<file path="src/rtl/tboom_checkpoint_ctrl_if.sv">
// Dispatch / branch-unit / freelist signals of the checkpoint controller.
// The master side is the dispatch and branch logic; the slave side is the controller.
interface tboom_checkpoint_ctrl_if #(
    parameter int CHECKPOINT_DEPTH = 8
);
    localparam int TAG_W = $clog2(CHECKPOINT_DEPTH);

    logic             br_req;
    logic             br_gnt;
    logic [TAG_W-1:0] br_tag;
    logic             resolve_valid;
    logic [TAG_W-1:0] resolve_tag;
    logic             resolve_mispredict;
    logic             fl_checkpoint;
    logic             fl_restore;
    logic [TAG_W-1:0] fl_pos;
    logic             dispatch_stall;
    logic             ckpt_full;
    logic [TAG_W:0]   ckpt_count;
    logic             invalid_resolve;

    modport master (
        output br_req, resolve_valid, resolve_tag, resolve_mispredict,
        input  br_gnt, br_tag, fl_checkpoint, fl_restore, fl_pos,
               dispatch_stall, ckpt_full, ckpt_count, invalid_resolve
    );

    modport slave (
        input  br_req, resolve_valid, resolve_tag, resolve_mispredict,
        output br_gnt, br_tag, fl_checkpoint, fl_restore, fl_pos,
               dispatch_stall, ckpt_full, ckpt_count, invalid_resolve
    );
endinterface

</file>
<file path="src/rtl/tboom_checkpoint_ctrl.sv">
// Checkpoint slot (branch tag) allocator for the rename freelist: in-order ring
// allocation, free on correct resolve, kill-younger plus one-cycle restore on mispredict.
//
// state   | meaning
// --------+------------------------------------------------------------
// IDLE    | normal operation: allocate, free, accept mispredicts
// RESTORE | freelist restore to restore_tag this cycle; no allocation
module tboom_checkpoint_ctrl #(
    parameter int CHECKPOINT_DEPTH = 8
) (
    input logic                    clk,
    input logic                    rst_n,
    tboom_checkpoint_ctrl_if.slave bus
);
    localparam int TAG_W = $clog2(CHECKPOINT_DEPTH);

    typedef enum logic {IDLE, RESTORE} state_t;

    state_t                      state, state_next;
    logic [CHECKPOINT_DEPTH-1:0] valid, valid_next, kill_mask;
    logic [TAG_W-1:0]            tail, tail_next;
    logic [TAG_W-1:0]            restore_tag, restore_tag_next;
    logic [TAG_W-1:0]            span;
    logic [TAG_W:0]              count, count_next;
    logic                        invalid, invalid_next;
    logic                        mispredict, full, grant;

    assign mispredict = bus.resolve_valid & bus.resolve_mispredict;
    assign full       = valid[tail];
    assign grant      = bus.br_req & ~full & (state == IDLE) & ~mispredict;

    // Slots from the mispredicted tag up to (not including) tail, walking the ring.
    // A valid tag equal to tail means the ring is full and everything dies.
    always_comb begin
        span      = tail - bus.resolve_tag;
        kill_mask = '0;
        for (int i = 0; i < CHECKPOINT_DEPTH; i++) begin
            kill_mask[i] = (span == '0) || ((TAG_W'(i) - bus.resolve_tag) < span);
        end
    end

    always_comb begin
        state_next       = state;
        valid_next       = valid;
        tail_next        = tail;
        restore_tag_next = restore_tag;
        invalid_next     = invalid;

        if (state == RESTORE) begin
            state_next = IDLE;
        end

        if (bus.resolve_valid) begin
            if (!valid[bus.resolve_tag]) begin
                invalid_next = 1'b1;
            end else if (!bus.resolve_mispredict) begin
                valid_next[bus.resolve_tag] = 1'b0;
            end else if (state == RESTORE) begin
                invalid_next = 1'b1;
            end else begin
                valid_next       = valid & ~kill_mask;
                tail_next        = bus.resolve_tag;
                restore_tag_next = bus.resolve_tag;
                state_next       = RESTORE;
            end
        end

        // A grant never coincides with a mispredict, and the granted slot is
        // free, so it cannot collide with a correct resolve.
        if (grant) begin
            valid_next[tail] = 1'b1;
            tail_next        = tail + TAG_W'(1);
        end
    end

    always_comb begin
        count_next = '0;
        for (int i = 0; i < CHECKPOINT_DEPTH; i++) begin
            count_next = count_next + (TAG_W+1)'(valid_next[i]);
        end
    end

    always_ff @(posedge clk) begin
        if (!rst_n) begin
            state       <= IDLE;
            valid       <= '0;
            tail        <= '0;
            restore_tag <= '0;
            count       <= '0;
            invalid     <= 1'b0;
        end else begin
            state       <= state_next;
            valid       <= valid_next;
            tail        <= tail_next;
            restore_tag <= restore_tag_next;
            count       <= count_next;
            invalid     <= invalid_next;
        end
    end

    assign bus.br_gnt          = grant;
    assign bus.br_tag          = tail;
    assign bus.fl_checkpoint   = grant;
    assign bus.fl_restore      = (state == RESTORE);
    assign bus.fl_pos          = (state == RESTORE) ? restore_tag : tail;
    assign bus.dispatch_stall  = (full & bus.br_req) | mispredict | (state == RESTORE);
    assign bus.ckpt_full       = full;
    assign bus.ckpt_count      = count;
    assign bus.invalid_resolve = invalid;
endmodule

</file>
<file path="src/flat_wrapper.sv">
// flat-port wrapper written by rule: the top's interface ports become plain ports
module tboom_checkpoint_ctrl_flat 
#(
    parameter int CHECKPOINT_DEPTH = 8
)
  (clk, rst_n, bus_br_req, bus_resolve_valid, bus_resolve_tag, bus_resolve_mispredict, bus_br_gnt, bus_br_tag, bus_fl_checkpoint, bus_fl_restore, bus_fl_pos, bus_dispatch_stall, bus_ckpt_full, bus_ckpt_count, bus_invalid_resolve);
  tboom_checkpoint_ctrl_if #(.CHECKPOINT_DEPTH(CHECKPOINT_DEPTH)) bus_i ();
  input logic clk;
  input logic rst_n;
  input wire logic [$bits(bus_i.br_req)-1:0] bus_br_req;
  input wire logic [$bits(bus_i.resolve_valid)-1:0] bus_resolve_valid;
  input wire logic [$bits(bus_i.resolve_tag)-1:0] bus_resolve_tag;
  input wire logic [$bits(bus_i.resolve_mispredict)-1:0] bus_resolve_mispredict;
  output wire logic [$bits(bus_i.br_gnt)-1:0] bus_br_gnt;
  output wire logic [$bits(bus_i.br_tag)-1:0] bus_br_tag;
  output wire logic [$bits(bus_i.fl_checkpoint)-1:0] bus_fl_checkpoint;
  output wire logic [$bits(bus_i.fl_restore)-1:0] bus_fl_restore;
  output wire logic [$bits(bus_i.fl_pos)-1:0] bus_fl_pos;
  output wire logic [$bits(bus_i.dispatch_stall)-1:0] bus_dispatch_stall;
  output wire logic [$bits(bus_i.ckpt_full)-1:0] bus_ckpt_full;
  output wire logic [$bits(bus_i.ckpt_count)-1:0] bus_ckpt_count;
  output wire logic [$bits(bus_i.invalid_resolve)-1:0] bus_invalid_resolve;
  assign bus_i.br_req = bus_br_req;
  assign bus_i.resolve_valid = bus_resolve_valid;
  assign bus_i.resolve_tag = bus_resolve_tag;
  assign bus_i.resolve_mispredict = bus_resolve_mispredict;
  assign bus_br_gnt = bus_i.br_gnt;
  assign bus_br_tag = bus_i.br_tag;
  assign bus_fl_checkpoint = bus_i.fl_checkpoint;
  assign bus_fl_restore = bus_i.fl_restore;
  assign bus_fl_pos = bus_i.fl_pos;
  assign bus_dispatch_stall = bus_i.dispatch_stall;
  assign bus_ckpt_full = bus_i.ckpt_full;
  assign bus_ckpt_count = bus_i.ckpt_count;
  assign bus_invalid_resolve = bus_i.invalid_resolve;
  tboom_checkpoint_ctrl #(.CHECKPOINT_DEPTH(CHECKPOINT_DEPTH)) u_core (.clk(clk), .rst_n(rst_n), .bus(bus_i));
endmodule
</file>
<file path="config.mk">
export PLATFORM = sky130hd
export DESIGN_NAME = tboom_checkpoint_ctrl_flat
export DESIGN_NICKNAME = d
export VERILOG_FILES = /design/src/rtl/tboom_checkpoint_ctrl_if.sv /design/src/rtl/tboom_checkpoint_ctrl.sv /design/src/flat_wrapper.sv
export SDC_FILE = /design/constraint.sdc
export NUM_CORES = 1
export LEC_CHECK = 0
export CAP_MARGIN = 20
export CORE_UTILIZATION = 50
export CTS_CLUSTER_SIZE = 20
export DETAILED_ROUTE_END_ITERATION = 6
export PLACE_DENSITY_LB_ADDON = 0.1
export SYNTH_ARGS = -nofsm -noshare
export SYNTH_HDL_FRONTEND = slang
export SYNTH_SLANG_ARGS = --single-unit
</file>
<file path="constraint.sdc">
create_clock -name clk -period 5.2 [get_ports clk]
set_input_delay 1.04 -clock clk [delete_from_list [all_inputs] [get_ports clk]]
set_output_delay 1.04 -clock clk [all_outputs]
set_load 0.02 [all_outputs]
</file>
==> results.rst <==
.. list-table::
   :header-rows: 1

   * - Metric
     - Value
   * - MaxCap Viol Count
     - 0
   * - Floorplan die width
     - 61.9 µm
   * - Synth Flop Type
     - dfxtp_1
   * - Final design instance area without fill
     - around 2400 µm²
   * - Pre-antenna DRT Iters
     - 5
   * - Final-report max-slew violation count
     - 0
   * - Synthesized instance count
     - around 220
   * - CORE AREA
     - about 3400 µm²
   * - Nets@finish
     - 300
   * - Slew @ Worst Pin
     - approximately 0.35 ns
   * - Pre-CTS setup slack
     - -0.627 ns
   * - Static leakage
     - 0.00102 µW
   * - Effective utilization at floorplan
     - roughly 53%
   * - Sort of element at the start of the critical path
     - input port
   * - RSZ-0062 raised after global routing
     - no
   * - Die Outline Area
     - 3830 µm²
   * - Final setup violation count
     - 0
   * - Average routed wire per standard cell
     - roughly 16 µm
   * - Final hold violations
     - 0
   * - Capture point of the worst reg-to-reg path
     - u_core.bus.ckpt_count[1]
   * - Clk sink count
     - 20
   * - Maximum operating frequency
     - between 150 and 200 MHz
   * - Critical path type
     - in2reg
   * - First-pass GRT wire length
     - between 8000 and 9000 µm
   * - Type of element capturing the critical path
     - flop
   * - Area of the multi-input gates
     - between 1000 and 1500 µm²
   * - Number of design rule violations left after detail routing
     - 0
   * - Average size of a mapped cell
     - 8.27 µm²
   * - Antenna violation net count after detailed routing
     - 0
   * - Critical path's largest stage delay
     - roughly 0.56 ns
   * - Flop2flop setup slack
     - 0.39 ns
   * - Final routed wirelength across all metal layers
     - between 5000 and 6000 µm
   * - I/O pin total
     - 24
   * - Most common library cell in the layout ignoring fill and taps
     - buf_4
   * - Via count normalized by instance count
     - around 5.8
   * - Final Skew
     - a little over 0.008 ns
   * - Worst Hold Launch
     - u_core.restore_tag[2]
   * - Most numerous cell on the critical path
     - fa_2
   * - Finished Layout Cells
     - between 300 and 400
   * - Total routing usage reported by global routing
     - slightly below 30%
   * - Number of global-route vias before repair
     - 1662
   * - Instance count along the most critical hold path
     - 2
   * - Cell Chain, Critical Path
     - buf_2 -> ha_4 -> inv_2 -> fa_2 -> inv_4 -> ha_1 -> o21bai_4 -> a21oi_2 -> nor3b_1 -> o31ai_1 -> o41ai_2 -> ha_1 -> inv_1 -> fa_1 -> fa_1 -> inv_2 -> fa_2 -> fa_2 -> and2_1
   * - Fill cell instance count of the final layout
     - ~270
   * - Total Negative Setup Slacks
     - 0 ns
   * - Initial antenna violation count
     - 0
   * - Synth warn
     - 0
   * - Count of port buffers added during placement
     - 23
   * - Share of the yosys chip area belonging to registers
     - between 20 and 25%
   * - Clock latency of the later-clocked register in the worst-skew pair
     - roughly 0.30 ns
   * - Highest-count cells in the layout ignoring fill and taps
     - buf_4, nor2_1, clkdlybuf4s50_1
   * - Floorplan die height
     - 61.9 µm
   * - Data arrival time of the worst path
     - around 5.3 ns
   * - Power density over the cells
     - 239 nW/µm²
   * - Slack of the critical path
     - 0.148 ns
   * - Pin count of the biggest net entering global routing
     - 15
   * - Global-route congestion overflow total
     - 0
   * - Time the final worst path needs with I/O delays and setup
     - just over 5 ns
   * - End point of the most critical hold path
     - u_core.restore_tag[2]
   * - Post-synthesis async set-or-reset flop share
     - 0%
   * - Starting DRT DRC Count
     - roughly 180
   * - Synthesis-to-layout area growth
     - 32.6%
   * - Area post-placement
     - roughly 2200 µm²
   * - Clock transition at the register clock pins on the worst setup and hold paths after CTS
     - roughly 0.12 ns
   * - CTS buffer count
     - 3
   * - Outcome
     - finished clean
   * - Final Cycle Share
     - 97.2%
   * - Worst reg2reg startpoint
     - u_core.bus.br_tag[0]
   * - Placement row count
     - 21
   * - Worst hold path class
     - reg2reg
   * - Number of diodes added for antenna fixing
     - 0
   * - R2r worst-path depth
     - 19
   * - Crit path max fanout
     - 4
   * - Number of placed instances, taps included
     - around 310
   * - Fraction of layout instances using a drive strength above 1
     - about a quarter
   * - RePlAce Congestion
     - between 0.9 and 1
   * - Cell area after technology mapping
     - roughly 1800 µm²
   * - CTS Root Buffer Type
     - clkbuf_4
   * - Syn_nets
     - 249
   * - Number of hold-repair buffers added at the cts stage
     - 0
   * - Synthesis-stage register bit count
     - 20
   * - Vias
     - 1802
   * - Worst slew margin relative to its limit
     - 76.4%
   * - Post-synth EDFFs
     - 0
   * - Required time reported for the critical path endpoint
     - approximately 5.5 ns
   * - Maximum vdd drop
     - about 0.00017 V
   * - Combined flip-flop and latch cell area
     - 400 µm²
   * - Distinct cells, synth
     - 52
   * - Slowest library cell on the worst path
     - fa_2
   * - Number of H-tree levels
     - 1
   * - Dpl hpwl
     - a little over 4000 µm
   * - CTS tree
     - yes
   * - Maximum clock insertion buffer count
     - 2
## worst max-delay path, delay by kind of cell
family | cells | cell delay, ns
AOI/OAI and AO/OA | 4 | 0.67
and+or+nand+nor | 2 | 0.17
adders and majority gates | 8 | 3.11
buffers and inverters | 5 | 0.31
## per-stage QoR
stage | hold slack (ns) | utilization [%] | power [µW]
after floorplan | 0.437 | - | 315
after global placement | 0.448 | 66.1 | 403
after detailed placement | 0.464 | 66.1 | 415
after CTS | 0.478 | 70.3 | 565
after global routing | 0.496 | 70.2 | 608
final | 0.481 | 70.2 | 570
## layout make-up
class | instances | area share, %
well taps | 46 | 2.42
clock inverters | 1 | 1.26
clock buffers | 3 | 0.947
repair buffers | 54 | 19.0
flip-flops and latches | 20 | 16.8
multi-input cells | 172 | 56.7
inverters | 17 | 2.79
## sequential cells by signal, indices dropped and copies added, names as in the netlist
signal	count
u_core.bus.br_tag	3
u_core.bus.ckpt_count	4
u_core.valid	8
u_core.bus.invalid_resolve	1
u_core.bus.fl_restore	1
u_core.restore_tag	3
## cell usage after synthesis (all sizes together), types with 2 or more instances
master  count  area share (%)
and2        7             2.4
a211oi      2            0.84
o31ai       2            0.84
and3        2            0.70
nand2      18             3.8
a31oi       3             1.0
a21oi      15             4.2
clkbuf      2            0.42
dfxtp      20              22
nor2b       8             2.8
o21ai      14             3.9
fa          5             5.6
o21a        3             1.3
mux2i       6             3.3
inv        16             3.3
nand3       5             1.4
ha         19              13
nor2       23             5.6
a22oi       2             1.1
mux2        6             3.8
nor3        7             2.2
xnor2       2            0.98
buf         6             2.4
o22ai       2            0.70
## routing by layer
metal / routed length [µm] / share of wire [%] / vias up / global-route usage, %
li1: - / - / 862 / -
met1: 2230 / 44 / 860 / 40.4
met2: 2450 / 48 / 69 / 48.7
met3: 309 / 6.1 / 11 / 5.59
met4: 85 / 1.7 / 0 / 4.76
met5: 0 / 0 / - / 0
## cell families (layout without fill, tap and decap cells)
family | Yosys count | count (layout) | synth area share [%]
adders and majority gates | 24 | 24 | 18.8
buffers and inverters | 25 | 75 | 6.42
xor gates and xnor gates | 4 | 4 | 2.79
and+or+nand+nor | 79 | 79 | 22.7
AOI/OAI and AO/OA | 52 | 52 | 18.6
muxes | 13 | 13 | 8.37
DFF | 20 | 20 | 22.3
## report_power, final
part	total, µW	internal [µW]	switching [µW]
Clock	126	77.9	47.7
Sequential	167	161	6.39
Combinational	276	133	144
## worst max path at each step
stage | from | endpoint | slack [ns]
6_report | bus_resolve_tag[0] | u_core.bus.ckpt_count[1] | 0.15
5_1_grt | bus_resolve_tag[0] | u_core.bus.ckpt_count[1] | 0.01
4_1_cts | bus_resolve_tag[1] | u_core.bus.ckpt_count[1] | 0.03
3_5_place_dp | bus_resolve_tag[0] | u_core.bus.ckpt_count[2] | -0.63
3_3_place_gp | bus_resolve_tag[0] | u_core.bus.ckpt_count[1] | -0.43
2_1_floorplan | bus_resolve_tag[0] | u_core.bus.ckpt_count[1] | 0.05
## what timing repair did
action / 4_1_cts / 5_1_grt
pin swaps: 10 / 2
setup buffers: 3 / 0
endpoints found under the setup margin: 2 / 2
gates resized for setup: 23 / 5
Power figures use the tool's default switching activity.
